### config.mk
export PLATFORM = sky130hd
export DESIGN_NAME = board_line_clear
export DESIGN_NICKNAME = d
export VERILOG_FILES = /design/src/rtl/board_line_clear.sv
export SDC_FILE = /design/constraint.sdc
export NUM_CORES = 1
export LEC_CHECK = 0
export BUFFER_PORTS_ARGS = -buffer_cell sky130_fd_sc_hd__buf_2
export CAP_MARGIN = 20
export CELL_PAD_IN_SITES_DETAIL_PLACEMENT = 0
export CELL_PAD_IN_SITES_GLOBAL_PLACEMENT = 2
export CORE_ASPECT_RATIO = 0.5
export CORE_MARGIN = 2
export CORE_UTILIZATION = 31
export DETAILED_ROUTE_END_ITERATION = 8
export PLACE_DENSITY_LB_ADDON = 0.08
export SYNTH_ARGS = -nofsm -noshare
export SYNTH_HDL_FRONTEND = slang
export SYNTH_SLANG_ARGS = --single-unit
export TNS_END_PERCENT = 20
### constraint.sdc
create_clock -name CLOCK_50 -period 2.5 [get_ports CLOCK_50]
set_clock_uncertainty 0.05 [all_clocks]
set_input_delay 0.5 -clock CLOCK_50 [delete_from_list [all_inputs] [get_ports CLOCK_50]]
set_output_delay 0.5 -clock CLOCK_50 [all_outputs]
set_load 0.05 [all_outputs]
### src/rtl/board_line_clear.sv
// board_line_clear
// Line-clear sequencer for the board occupancy memory. After a start pulse it
// scans the rows from the bottom up and drops full rows. Surviving rows are
// copied down, the vacated top rows are zero-filled, and the number of lines
// removed is reported with a one-cycle done pulse.
//
// Ports
//   CLOCK_50      system clock
//   resetn        synchronous active-low reset
//   start         one-cycle request; honoured only while idle
//   busy          high from the cycle after an accepted start through DONE
//   done          one-cycle completion pulse
//   lines_cleared full rows removed by the last pass (held until next start)
//   board_rx/ry   read address (memory answers one cycle later)
//   board_rdata   registered read data
//   board_we      write enable, one cell per cycle
//   board_wx/wy   write address
//   board_wdata   write data
//
// state | meaning
// IDLE  | waiting for start, no memory activity
// CHECK | scan row src, AND all cells into full
// COPY  | move row src to row dst, cell by cell
// FILL  | zero rows count-1 .. 0
// DONE  | one-cycle completion pulse
`timescale 1ns/1ps
module board_line_clear #(
  parameter int COLS = 10,
  parameter int ROWS = 20
) (
  input  logic       CLOCK_50,
  input  logic       resetn,
  input  logic       start,
  output logic       busy,
  output logic       done,
  output logic [4:0] lines_cleared,
  output logic [3:0] board_rx,
  output logic [4:0] board_ry,
  input  logic       board_rdata,
  output logic       board_we,
  output logic [3:0] board_wx,
  output logic [4:0] board_wy,
  output logic       board_wdata
);

  typedef enum logic [2:0] {S_IDLE, S_CHECK, S_COPY, S_FILL, S_DONE} state_t;

  localparam logic [3:0] X_SCAN_LAST = 4'(COLS);
  localparam logic [3:0] X_FILL_LAST = 4'(COLS - 1);
  localparam logic [4:0] ROW_BOTTOM  = 5'(ROWS - 1);

  state_t     state, state_n;
  logic [4:0] src, src_n, dst, dst_n, count, count_n;
  logic [3:0] x, x_n;
  logic       full, full_n;
  logic [3:0] rx_q;
  logic [4:0] ry_q;
  logic       reading, row_full, fill_entry;
  logic [4:0] count_inc;

  // Read address is live only on the first COLS cycles of CHECK/COPY and
  // otherwise holds whatever was last presented.
  assign reading   = (state == S_CHECK || state == S_COPY) && (x < X_SCAN_LAST);
  assign board_rx  = reading ? x   : rx_q;
  assign board_ry  = reading ? src : ry_q;
  assign row_full  = full & board_rdata;
  assign count_inc = (count == 5'd31) ? count : count + 5'd1;
  assign lines_cleared = count;

  always_ff @(posedge CLOCK_50) begin
    if (!resetn) begin
      state <= S_IDLE;
      src   <= '0;
      dst   <= '0;
      count <= '0;
      x     <= '0;
      full  <= 1'b1;
      rx_q  <= '0;
      ry_q  <= '0;
    end else begin
      state <= state_n;
      src   <= src_n;
      dst   <= dst_n;
      count <= count_n;
      x     <= x_n;
      full  <= full_n;
      rx_q  <= board_rx;
      ry_q  <= board_ry;
    end
  end

  always_comb begin
    state_n     = state;
    src_n       = src;
    dst_n       = dst;
    count_n     = count;
    x_n         = x;
    full_n      = full;
    fill_entry  = 1'b0;
    busy        = (state != S_IDLE);
    done        = 1'b0;
    board_we    = 1'b0;
    board_wx    = '0;
    board_wy    = '0;
    board_wdata = 1'b0;

    case (state)
      S_IDLE: begin
        if (start) begin
          src_n   = ROW_BOTTOM;
          dst_n   = ROW_BOTTOM;
          count_n = '0;
          x_n     = '0;
          full_n  = 1'b1;
          state_n = S_CHECK;
        end
      end

      S_CHECK: begin
        if (x != '0) full_n = row_full;
        if (x != X_SCAN_LAST) begin
          x_n = x + 4'd1;
        end else begin
          x_n    = '0;
          full_n = 1'b1;
          if (row_full) begin
            count_n = count_inc;
            if (src == '0) fill_entry = 1'b1;
            else           src_n = src - 5'd1;
          end else if (src == dst) begin
            if (src == '0) fill_entry = 1'b1;
            else begin
              src_n = src - 5'd1;
              dst_n = dst - 5'd1;
            end
          end else begin
            state_n = S_COPY;
          end
        end
      end

      S_COPY: begin
        // Data read on cycle k arrives on cycle k+1 and is written straight through.
        if (x != '0) begin
          board_we    = 1'b1;
          board_wx    = x - 4'd1;
          board_wy    = dst;
          board_wdata = board_rdata;
        end
        if (x != X_SCAN_LAST) begin
          x_n = x + 4'd1;
        end else begin
          x_n    = '0;
          full_n = 1'b1;
          if (src == '0) fill_entry = 1'b1;
          else begin
            src_n   = src - 5'd1;
            dst_n   = dst - 5'd1;
            state_n = S_CHECK;
          end
        end
      end

      S_FILL: begin
        // src is reused as the fill row pointer.
        board_we = 1'b1;
        board_wx = x;
        board_wy = src;
        if (x != X_FILL_LAST) begin
          x_n = x + 4'd1;
        end else begin
          x_n = '0;
          if (src == '0) state_n = S_DONE;
          else           src_n   = src - 5'd1;
        end
      end

      S_DONE: begin
        done    = 1'b1;
        state_n = S_IDLE;
      end

      default: state_n = S_IDLE;
    endcase

    // Scan finished: zero the top count rows, or finish at once if none.
    if (fill_entry) begin
      x_n = '0;
      if (count_n == '0) state_n = S_DONE;
      else begin
        state_n = S_FILL;
        src_n   = count_n - 5'd1;
      end
    end
  end

endmodule
## Word level (Yosys, flattened, before mapping)

Cells that the tools add are included.

- $add $sub $neg: 6
- Order comparisons: 1
- Equal/unequal tests: 22
- Multiplexer cells: 59
- Bitwise logic cells: 2
- Reduce and logical (&&, ||, !) cells: 15

Operator list:

| operator | count |
|---|---|
| $mux 5 | 21 |
| $mux 3 | 10 |
| $ne 3x3->1 const B | 9 |
| $mux 4 | 5 |
| $pmux 5 s2 | 2 |
| $pmux 5 s4 | 1 |
| $pmux 5 s3 | 1 |
| $sub 5x1->5 const B | 3 |
| $mux 1 | 13 |
| $pmux 3 s4 | 1 |
| $pmux 4 s3 | 1 |
| $logic_not 5->1 | 2 |
| $reduce_bool 3->1 | 3 |
| $ne 2x2->1 const B | 4 |
| $ne 4x4->1 const B | 2 |
| $pmux 4 s2 | 1 |
| $reduce_and 8->1 | 1 |
| $eq 3x2->1 const B | 2 |
| $reduce_and 6->1 | 1 |
| $add 5x1->5 const B | 1 |
| $eq 5x5->1 | 1 |
| $eq 5x5->1 const B | 1 |
| $add 4x1->4 const B | 1 |
| $lt 4x4->1 const B | 1 |
| 15 further kinds | 17 |

- Register bits after elaboration: 32
- Input port bits: 4
- Output and inout bits: 27
- Word-level logic and storage cells: 113

## Longest topological paths before layout

- Depth after elaboration: 8
- Depth in mapped cells: 11
- Gate-level depth less buffers: 11

## Least setup slack after synthesis

Ideal clock, no wire load.

- Path type: register to output
- Start: register x[0]
- End: output port board_wx[3]
- Data arrival time: 2528 ps
- Data required time: 1950 ps
- Path slack: -578 ps
- Stages on the path, launching flop included: 8
- Buffers on the path: 1
- Path through: dfxtp_1 inv_1 ha_1 nor3b_1 nor3_1 clkbuf_1 nand3_1 o21ai_0

- Word-level cells in the longest chain between the ends: 3
- Elaborated cells on any way between the ends: 4
- Those cells by class: 1 x add/sub; 2 x mux; 1 x reduce/logical

Ends and longest elaborated chain:

| what | line | RTL |
|---|---|---|
| start, declared | 54 | `logic [3:0] x, x_n;` |
| start signal, assigned | 85 | `x <= x_n;` |
| $sub 4x1->4 or $reduce_bool 4->1 (tied branches) | 146, 144 |  |
| $mux 4 (*) | 144 | `if (x != '0) begin` |
| $pmux 4 s2 (*) | 107 | `case (state)` |
| end, declared | 41 | `output logic [3:0] board_wx,` |

Every way passes the cells marked *; elsewhere a longest branch is shown, timed or not.

## Final worst setup path

- Start: register x[1]
- End: output port board_wx[3]

Same word-level chain as after synthesis.

==> impl_metrics.csv <==
group,metric,value,unit
global_route,grt_pass1_wl,13.1,mm
critical_path,worstSetupEndpointType,"output port",
route,drc_errors,0,
sta,timing.final.ws_setup,0.0446,ns
finish,final_cell_mix,"55 x buf_4, 27 x dfxtp_1, 26 x nor2_1, 25 x nand2_1, 21 x buf_2",
global_route,grt_pass1_vias,2382,
placed_design,pre_cts_ws,-0.184,ns
route,vias,2484,
clock_network,cts_buffer_depth,2,
sta,tightest_slew,0.447,ns
route,drt_iter0_markers,161,
sta,grt_setup_unrepaired,"yes",
run,maxCapViolations,0,
route,avgViaCountPerCell,5.33,
global_route,grt.total_usage,20.3,%
critical_path,crit-reg2reg-capture,"src[0]",
sta,max_freq,407,MHz
synthesis,synth.avg_cell_area,8.00,sq um
synthesis,synth.distinct_cells,59,
power,switching_share,45.3,%
worst_hold_path,hold_class,"flip-flop to flip-flop",
route,firstDrtPassIters,4,
route,routed_wl,8.02,mm
synthesis,ys_ff_latch,32,
placed_design,numPortBuffers,30,
worst_hold_path,hold_depth,2,
global_route,grt_max_degree,18,
power,combPwrFrac,59.5,%
finish,final_common_cell,"buf_4",
critical_path,reg2regPathDepth,10,
power,leakagePower,1.36,nW
clock_network,path_clk_slew,0.06,ns
global_route,grt-ovfl-total,0,
floorplan,ios,31,
power,seq_power_share,20.4,%
outcome,status,"finished clean",
floorplan,die_w,128,um
worst_hold_path,hold_end,"full",
synthesis,postSynth.asyncResetShare,0,%
critical_path,crit_type,"flip-flop to output port",
synthesis,ys_seq_area_share,26.9,%
sta,drv_slew,0,
clock_network,htreeDepth,2,
synthesis,synth_ff_type,"dfxtp_1",
clock_network,cts_buffers,5,
critical_path,cp-start-kind,"flip-flop",
finish,finalNetCount,381,
power,clockPowerShare,20.0,%
finish,layout-drive-gt1-share,37.0,%
sta,period_share,98.2,%
critical_path,reg2reg_from,"lines_cleared[0]",
global_route,antenna_found_initial,0,
route,wl_per_cell,17.2,um
placed_design,gp_congestion,0.886,
synthesis,yosysWarnings,0,
power,ir_drop,758,uV
synthesis,synth-edff-count,0,
route,antenna_left,0,
clock_network,cts_tree,"yes",
floorplan,fp.dieH,66.0,um
worst_hold_path,worstHoldStart,"full",
placed_design,dp_hpwl,6.21,mm
power,pwr_density_cell,1090,mW/mm^2
critical_path,crit_arrival,1.91,ns
critical_path,rrSetupSlack,0.08,ns
finish,post-route-util,44.2,%
clock_network,clk-insertion-delay-late,0.28,ns
power,switchingPower,0.00161,W
critical_path,required,1.95,ns
sta,finalCriticalPeriod,2.46,ns
clock_network,clock_sinks,32,
power,cell_internal_pwr,0.00194,W
floorplan,rows,22,
floorplan,dieArea,0.00845,sq mm
synthesis,synth_fp_nets,310,
critical_path,crit_fanout,6,
clock_network,clock-root-buffer,"clkbuf_16",
sta,hold_viol,0,
sta,max_slew_margin,70.2,%
sta,finalSetupViolations,0,
finish,fillCellCount,758,
finish,area_growth,36.8,%
synthesis,synthesis.area,0.00238,sq mm
synthesis,syn_inst,298,
floorplan,core,0.00738,sq mm
finish,diodes,0,
floorplan,start_util,32.3,%
## cells in the mapped netlist, types with 6 or more instances
cell type,n,share of area [%]
a21oi_1,20,4.2
mux2_2,9,4.3
xor2_1,6,2.2
nand2_1,26,4.1
nor2_1,26,4.1
a31oi_1,6,1.6
nor3_1,7,1.5
o21ai_0,15,3.1
ha_1,8,4.2
dfxtp_1,32,27
and2_1,16,4.2
inv_1,15,2.4
## area by class of cell
cell class              count  area [sq um]  area share [%]
clock buffers               5           125            3.84
repair buffers             82           586            18.0
flip-flops and latches     32           647            19.8
clock inverters             3          42.5            1.30
inverters                  15          58.8            1.80
multi-input cells         233          1680            51.6
well taps                  96           120            3.68
## through the flow
| step | instances | instance area, sq um | hold slack, ns | total power, W | TNS, ns |
|---|---|---|---|---|---|
| 6_report | 466 | 3260 | 0.476 | 0.00355 | 0 |
| 5_1_grt | 466 | 3260 | 0.506 | 0.00378 | -0.174 |
| 4_1_cts | 465 | 3180 | 0.470 | 0.00349 | -0.0145 |
| 3_5_place_dp | 454 | 2900 | 0.459 | 0.00266 | -0.922 |
| 3_3_place_gp | 454 | 2900 | 0.453 | 0.00265 | -0.700 |
| 2_1_floorplan | 298 | 2390 | 0.433 | 0.00209 | -0.785 |
## worst max-delay path by stage
stage                     startpoint     endpoint  slack (ns)
finish                          x[1]  board_wx[3]        0.04
global route                    x[0]       src[1]       -0.06
CTS                             x[1]  board_wx[3]       -0.01
detailed placement       board_rdata     state[2]       -0.18
global placement         board_rdata     state[2]       -0.15
floorplan           lines_cleared[0]     state[2]       -0.16
## worst max-delay path: stages, from the launching register on
cell,delay [ns]
dfxtp_2,0.33
buf_6,0.12
inv_4,0.05
ha_4,0.15
nor3b_4,0.15
nor3_2,0.19
buf_4,0.17
a21boi_2,0.14
o21ai_1,0.08
o21ai_2,0.07
buf_6,0.17
## state kept, by name (all words and copies together) (netlist names)
register       cells
dst                5
lines_cleared      5
x                  4
src                5
ry_q               5
full               1
rx_q               4
state              3
## power groups by stage
stage | logic [W] | clock network [W] | registers (W)
after floorplan | 0.00138 | 0 | 0.000704
after global placement | 0.00193 | 0 | 0.000721
after detailed placement | 0.00194 | 0 | 0.000723
after CTS | 0.00204 | 0.000723 | 0.000721
after global routing | 0.00230 | 0.000746 | 0.000740
final | 0.00211 | 0.000710 | 0.000725
## cells by family after synthesis
group / after synthesis / synth area share [%]
simple gates: 120 / 28.2
xor+xnor: 9 / 3.31
fa+ha+maj: 8 / 4.20
mux: 12 / 5.51
flops: 32 / 26.9
compound gates: 84 / 24.6
buf+inv: 33 / 7.35
## timing repair
action                                  CTS  global route
resized for setup                        31            19
endpoints found under the setup margin   25            22
setup buffers                             2             2
gates cloned                              1             0
hold buffers                              0             0
pin swaps                                 2             6
## routing by layer
| metal | GRT usage, % | wire (um) | vias to the layer above |
|---|---|---|---|
| li1 | - | - | 1239 |
| met1 | 29.5 | 4170 | 1176 |
| met2 | 29.7 | 3220 | 63 |
| met3 | 5.58 | 582 | 6 |
| met4 | 3.98 | 55 | 0 |
| met5 | 0 | 0 | - |
Power figures use the tool's default switching activity.
